--- src/rtl/read_stage_rr_scheduler.sv ---
// Round-robin scheduler sharing one VRF read-stage request slot among NREQ requesters.
// Latency: 1 cycle from acceptance to out_valid_o; one-entry registered output slot.
// Backpressure: in_ready_o is all-zero while the slot is full and out_ready_i is low, or during flush.
module read_stage_rr_scheduler #(
    parameter int NREQ = 4,
    parameter int IDXW = 2
) (
    input  logic                clock_i,
    input  logic                reset_ni,
    input  logic [NREQ-1:0]     in_valid_i,
    output logic [NREQ-1:0]     in_ready_o,
    input  logic [NREQ*5-1:0]   in_vs_i,
    input  logic [NREQ*7-1:0]   in_offset_i,
    input  logic [NREQ*4-1:0]   in_groupIndex_i,
    input  logic [NREQ*4-1:0]   in_readSource_i,
    input  logic [NREQ*3-1:0]   in_instructionIndex_i,
    input  logic                flush_i,
    output logic                out_valid_o,
    input  logic                out_ready_i,
    output logic [4:0]          out_vs_o,
    output logic [6:0]          out_offset_o,
    output logic [3:0]          out_groupIndex_o,
    output logic [3:0]          out_readSource_o,
    output logic [2:0]          out_instructionIndex_o,
    output logic [IDXW-1:0]     out_grantIndex_o
);

    localparam logic [IDXW:0]   NREQ_W    = (IDXW+1)'(NREQ);
    localparam logic [IDXW-1:0] LAST_INIT = IDXW'(NREQ - 1);

    logic            run_q;
    logic            out_valid_q, out_valid_d;
    logic [4:0]      vs_q, vs_d;
    logic [6:0]      offset_q, offset_d;
    logic [3:0]      group_q, group_d;
    logic [3:0]      source_q, source_d;
    logic [2:0]      instr_q, instr_d;
    logic [IDXW-1:0] grant_q, grant_d;
    logic [IDXW-1:0] last_grant_q, last_grant_d;

    logic            win_vld;
    logic [IDXW-1:0] win_idx;
    logic [IDXW:0]   scan;
    logic            can_accept;
    logic            accept;

    // Scan starts one past the last grant and wraps modulo NREQ.
    always_comb begin
        win_vld = 1'b0;
        win_idx = '0;
        scan    = '0;
        for (int k = 1; k <= NREQ; k++) begin
            scan = {1'b0, last_grant_q} + (IDXW+1)'(k);
            if (scan >= NREQ_W) begin
                scan = scan - NREQ_W;
            end
            if (!win_vld && in_valid_i[scan[IDXW-1:0]]) begin
                win_vld = 1'b1;
                win_idx = scan[IDXW-1:0];
            end
        end
    end

    // run_q keeps in_ready_o low until the first edge after reset release.
    assign can_accept = run_q && !flush_i && (!out_valid_q || out_ready_i);
    assign accept     = win_vld && can_accept;
    assign in_ready_o = accept ? (NREQ'(1) << win_idx) : '0;

    always_comb begin
        out_valid_d  = out_valid_q;
        vs_d         = vs_q;
        offset_d     = offset_q;
        group_d      = group_q;
        source_d     = source_q;
        instr_d      = instr_q;
        grant_d      = grant_q;
        last_grant_d = last_grant_q;
        if (flush_i) begin
            out_valid_d = 1'b0;
        end else if (accept) begin
            out_valid_d  = 1'b1;
            vs_d         = in_vs_i[int'(win_idx)*5 +: 5];
            offset_d     = in_offset_i[int'(win_idx)*7 +: 7];
            group_d      = in_groupIndex_i[int'(win_idx)*4 +: 4];
            source_d     = in_readSource_i[int'(win_idx)*4 +: 4];
            instr_d      = in_instructionIndex_i[int'(win_idx)*3 +: 3];
            grant_d      = win_idx;
            last_grant_d = win_idx;
        end else if (out_ready_i) begin
            out_valid_d = 1'b0;
        end
    end

    always_ff @(posedge clock_i or negedge reset_ni) begin
        if (!reset_ni) begin
            run_q        <= 1'b0;
            out_valid_q  <= 1'b0;
            vs_q         <= '0;
            offset_q     <= '0;
            group_q      <= '0;
            source_q     <= '0;
            instr_q      <= '0;
            grant_q      <= '0;
            last_grant_q <= LAST_INIT;
        end else begin
            run_q        <= 1'b1;
            out_valid_q  <= out_valid_d;
            vs_q         <= vs_d;
            offset_q     <= offset_d;
            group_q      <= group_d;
            source_q     <= source_d;
            instr_q      <= instr_d;
            grant_q      <= grant_d;
            last_grant_q <= last_grant_d;
        end
    end

    assign out_valid_o            = out_valid_q;
    assign out_vs_o               = vs_q;
    assign out_offset_o           = offset_q;
    assign out_groupIndex_o       = group_q;
    assign out_readSource_o       = source_q;
    assign out_instructionIndex_o = instr_q;
    assign out_grantIndex_o       = grant_q;

endmodule

--- config.mk ---
export PLATFORM = sky130hd
export DESIGN_NAME = read_stage_rr_scheduler
export DESIGN_NICKNAME = d
export VERILOG_FILES = /design/src/rtl/read_stage_rr_scheduler.sv
export SDC_FILE = /design/constraint.sdc
export NUM_CORES = 1
export LEC_CHECK = 0
export ABC_AREA = 1
export CORE_MARGIN = 2
export CORE_UTILIZATION = 37
export DETAILED_ROUTE_END_ITERATION = 10
export PLACE_DENSITY = 0.89
export SLEW_MARGIN = 20
export SYNTH_ARGS = -nofsm -noshare
export SYNTH_HDL_FRONTEND = slang
export SYNTH_SLANG_ARGS = --single-unit
--- constraint.sdc ---
create_clock -name clock_i -period 1.9 [get_ports clock_i]
set_input_delay 0.19 -clock clock_i [delete_from_list [all_inputs] [get_ports clock_i]]
set_output_delay 0.19 -clock clock_i [all_outputs]
set_load 0.005 [all_outputs]
* Word level (Yosys, flattened, before mapping)
Index checks and enable logic that the tools add are counted.
Operators by class: magnitude comparators 8, shift-type cells 6, multiply operators 3, add/sub/neg operators 8, bitwise gates (word level) 1, reductions and logical operators 14, mux-type cells 24
Operators with widths (number):
- $shiftx A16 B5 Y4 | 2
- $shiftx A28 B6 Y7 | 1
- $shiftx A20 B6 Y5 | 1
- $mux W2 | 8
- $ge A3 B3 Y1 const B | 4
- $lt A2 B3 Y1 const B | 4
- $shiftx A12 B5 Y3 | 1
- $mux W1 | 11
- $mul A2 B3 Y5 const B | 2
- $bmux W1 S2 | 4
- $sub A2 B1 Y2 const B | 4
- $add A2 B2 Y3 const B | 2
- $logic_and A1 B1 Y1 | 6
- $logic_not A1 Y1 | 5
- $mul A2 B2 Y4 const B | 1
- $mux W4 | 1
- $shl A1 B2 Y4 const A | 1
- $add A2 B1 Y3 const B | 1
- $add A2 B3 Y3 const B | 1
- $reduce_bool A3 Y1 | 1
- $reduce_and A2 Y1 | 1
- $logic_or A1 B1 Y1 | 1
- $not A1 Y1 | 1
Storage, ports and cells: bits in registers 29, logic and storage cells 73, output and inout bits 30

* Longest topological paths before layout
depth in word-level cells 18, depth in mapped cells 18, gate-level depth less buffers 15

* Worst setup path before layout
OpenSTA, ideal clock, no wires.
path type reg2out, start register last_grant_q[0], end output port in_ready_o[0], slack -60 ps, buffers on the path 3, arrival 1770 ps, stages on the path, launching flop included 14, cells stage by stage dfstp_2 buf_6 inv_6 nand2_1 nand2_2 nand2_4 nand2_4 nor2_8 nand3_4 nand3_2 buf_6 buf_12 inv_2 nor3_1
Between the ends: word-level cells in the longest chain between the ends 17, elaborated cells on any way between the ends 41
RTL lines:
- from (decl) | RTL line 39 | logic [IDXW-1:0] last_grant_q, last_grant_d;
- from (signal assigned) | RTL line 114 | last_grant_q <= last_grant_d;
- $add A2 B1 Y3 | RTL line 53 | scan = {1'b0, last_grant_q} + (IDXW+1)'(k);
- $ge A3 B3 Y1 / $sub A2 B1 Y2 (equally long branches) | RTL line 54, 55
- $mux W2 | RTL line 54 | if (scan >= NREQ_W) begin
- $bmux W1 S2 | RTL line 57 | if (!win_vld && in_valid_i[scan[IDXW-1:0]]) begin
- $mux W1 (implied by the code) | RTL line 57
- $mux W1 | RTL line 57
- $logic_not A1 Y1 | RTL line 57
- $logic_and A1 B1 Y1 | RTL line 57
- $mux W1 | RTL line 57
- $logic_not A1 Y1 | RTL line 57
- $logic_and A1 B1 Y1 | RTL line 57
- $mux W1 | RTL line 57
- $logic_not A1 Y1 | RTL line 57
- $logic_and A1 B1 Y1 | RTL line 57
- $mux W2 / $mux W1 (equally long branches) | RTL line 57
- $shl A1 B2 Y4 / $logic_and A1 B1 Y1 (equally long branches) | RTL line 67, 66
- $mux W4 * | RTL line 67 | assign in_ready_o = accept ? (NREQ'(1) << win_idx) : '0;
- to (decl) | RTL line 11 | output logic [NREQ-1:0] in_ready_o,
Every way passes the cells marked *; elsewhere a longest branch is shown, timed or not. The select of a mux whose other input is x is not followed.

* Worst setup path in the final report
Same ends and word-level chain as after synthesis.

==> summary.md <==
| Metric | Value |
|---|---|
| Status | complete, but fails checks |
| Violated checks | negative setup slack |
| Worst EP required | roughly 1.7 ns |
| Site Rows | 30 |
| Antenna violations before repair | 0 |
| Worst path max stage delay | 0.66 ns |
| Die ar. | just under 8000 sq um |
| Setup crit end kind | output port |
| Leak pwr | ~2.4 nW |
| Total track usage | 0.257 |
| Hold Path Class | in2async |
| # setup viols final | 32 |
| CTS buffer count | 5 |
| CP most frequent cell | nand2_2 |
| Syn_area_per_cell | approximately 6.3 sq um |
| WL/cell | between 15 and 20 microns |
| Sequential-to-total area share from yosys stat | 0.280 |
| Initial Util | 0.383 |
| Fin nets | 671 |
| CP Launch Type | register |
| Die width | ~90 microns |
| Synth area leaders | nand2_1 33%, dfrtp_1 26%, nand4_1 11% |
| Clock latency on the worst-skew pair | roughly 0.27 ns |
| Max_cap viols | 0 |
| Yosys reg bits | 29 |
| GPL Wtd Cong | slightly below 0.9 |
| Fmax | approximately 420 MHz |
| Min Clock Period, post-route | roughly 2.4 ns |
| Synth warnings | 0 |
| R2r startpoint | last_grant_q[0] |
| R2R Setup Slk | -0.44 ns |
| RSZ-0062 raised after global routing | true |
| CP Launch Point | last_grant_q[0] |
| Drt via density | ~5 |
| Hold buffers post-CTS | 0 |
| Dpl ws | -0.539 ns |
| Vias in the first global route | roughly 3200 |
| Synth Cell Area | between 2000 and 3000 sq um |
| First-pass GRT wire length | 15300 microns |
| Synth cell types | 28 |
| Worst Skew | between 0.004 and 0.005 ns |
| Core box area | just under 7000 sq um |
| Share of the synthesized area in the top cell type | 0.334 |
| Final-report max-slew violation count | 0 |
| Period utilization | 1.27 |
| Crit Reg-Reg Endpoint | out_instructionIndex_o[2] |
| CP delay by family, top | simple AND/OR/NAND/NOR gates |
| Crit-path cells | buf_6, nand2_2, nand2_2, nand2_2, nand2_4, inv_2, nand3_2, nand3_2, nor2_4, inv_4, nor3_4, buf_2 |
| Hold WS | just over 0.3 ns |
| Total grt overflow | 0 |
| Largest net degree at the start of global routing | 47 |
| Crit Path Category | reg2out |
| Clock tree sinks | 29 |
| Antenna cells | 0 |
| Post-route setup slack | -0.504 ns |
| Synth area leader | nand2_1 |
| CP bufs+invs | 4 |
| First drt pass iteration count | 4 |
| Routed wire length | 10600 microns |
| Final Hold Fails | 0 |
| I/O Pins | 130 |
| Die height | approximately 90 microns |
| Detailed-route via count | approximately 3300 |
| Post-DP HPWL | 6570 microns |
| H-Tree Depth | 2 |
| Area growth syn-to-layout | 83.3% |
| Syn nets | ~510 |
| PortBufs | 129 |
| Power Density | 2290 nW/um^2 |
| Max VDD drop | approximately 1.8 mV |
| Number of remaining DRC errors | 0 |
| CTS max path bufs | 2 |
| CTS tree | built |
| Slowest CP cell | dfstp_2 |
| CP arrival | between 2 and 2.5 ns |
| DRT iter0 DRCs | between 150 and 200 |
| Root buf cell | clkbuf_8 |
| Final ANT Viol Nets | 0 |
| Ratio of cells with drive above 1 in the final layout | 0.271 |
| Post-synthesis instance total | a little over 400 |
| Clock slew seen by the registers of the worst setup and hold paths | roughly 0.07 ns |
| Crit Path Max Fanout | 6 |
| R2R cell count | 16 |
==> per-layer routing <==
metal | vias up | routed length (microns) | GRT usage | share of wire
met5 | - | 0 | 0 | 0
met2 | 132 | 5340 | 0.473 | 0.50
li1 | 1634 | - | - | -
met1 | 1550 | 4170 | 0.286 | 0.39
met3 | 31 | 752 | 0.0622 | 0.071
met4 | 0 | 344 | 0.0909 | 0.032
==> cells in the final DEF (no fill, tap or decap), drive strengths merged <==
cell	count
nand2	269
clkinv	1
clkbuf	8
conb	1
buf	54
nand3b	1
nor3	1
dfstp	2
nand3	12
dfrtp	27
inv	14
clkdlybuf4s50	125
nand4	47
o21ai	3
nor2	6
bufbuf	1
==> registers in the layout, summed over array words and instances, names as in the netlist <==
signal / flops
out_grantIndex_o: 2
out_valid_o: 1
out_readSource_o: 4
out_offset_o: 7
out_instructionIndex_o: 3
run_q: 1
last_grant_q: 2
out_vs_o: 5
out_groupIndex_o: 4
==> how the worst max path moves through the flow <==
stage	endpoint	slack (ns)	cells past startpoint
global route	in_ready_o[3]	-0.57	13
detailed placement	in_ready_o[0]	-0.54	12
CTS	in_ready_o[3]	-0.42	13
finish	in_ready_o[0]	-0.50	12
global placement	in_ready_o[2]	-0.48	13
floorplan	in_ready_o[0]	-0.02	13
==> timing repair <==
item | in CTS | in global routing
gates cloned | 6 | 1
endpoints found under the setup margin | 32 | 32
setup buffers | 17 | 5
resized for setup | 74 | 36
pin swaps | 21 | 16
==> logic make-up (layout without fill, tap and decap cells) <==
group,after synthesis,after routing,share of synthesized area
simple gates,336,336,0.599
compound gates,3,3,0.00576
flops,29,29,0.280
buf+inv,42,203,0.114
other cells,1,1,0.00144
==> area by class of cell <==
type                       instances  area, sq um
clock buffer                       7         96.3
timing repair buffer             181         1940
multi-input combinational        340         1810
tap                               96          120
timing repair inverter             1         3.75
sequential                        29          728
inverter                          13         71.3
fill                             524         2020
clock inverter                     1         5.00
==> power breakdown <==
group | leakage (nW) | internal [mW] | switching [mW]
clock network | 0.0542 | 0.327 | 0.239
registers | 0.363 | 0.902 | 0.188
logic | 1.97 | 4.30 | 4.95
total | 2.39 | 5.53 | 5.38
==> through the flow <==
| step | TNS [ns] | instance area, sq um | cells | util | total power [mW] |
|---|---|---|---|---|---|
| after global placement | -7.63 | 4030 | 633 | 0.592 | 7.49 |
| after floorplan | -0.0714 | 2650 | 411 | - | 6.17 |
| final | -10.95 | 4770 | 668 | 0.703 | 10.9 |
| after global routing | -13.69 | 4770 | 668 | 0.703 | 11.7 |
| after CTS | -8.38 | 4570 | 662 | 0.673 | 10.2 |
| after detailed placement | -10.01 | 4030 | 633 | 0.592 | 7.71 |
==> Yosys cell counts <==
library cell  instances
nor2_8                1
nor3_1                1
nand2_1             232
buf_2                10
inv_4                 1
nand2_2              35
nand2_4               2
nand3b_1              1
dfstp_2               2
buf_12                3
inv_1                 6
buf_6                 4
nor2_1                3
inv_6                 1
conb_1                1
inv_2                 5
dfrtp_1              27
nand3_4               1
nand4_1              46
nor2_2                1
buf_4                11
nor2_4                1
nand4_4               1
o21ai_0               2
nand3_1              10
nand3_2               1
clkbuf_1              1
o21ai_1               1
(Power assumes the default switching activity.)
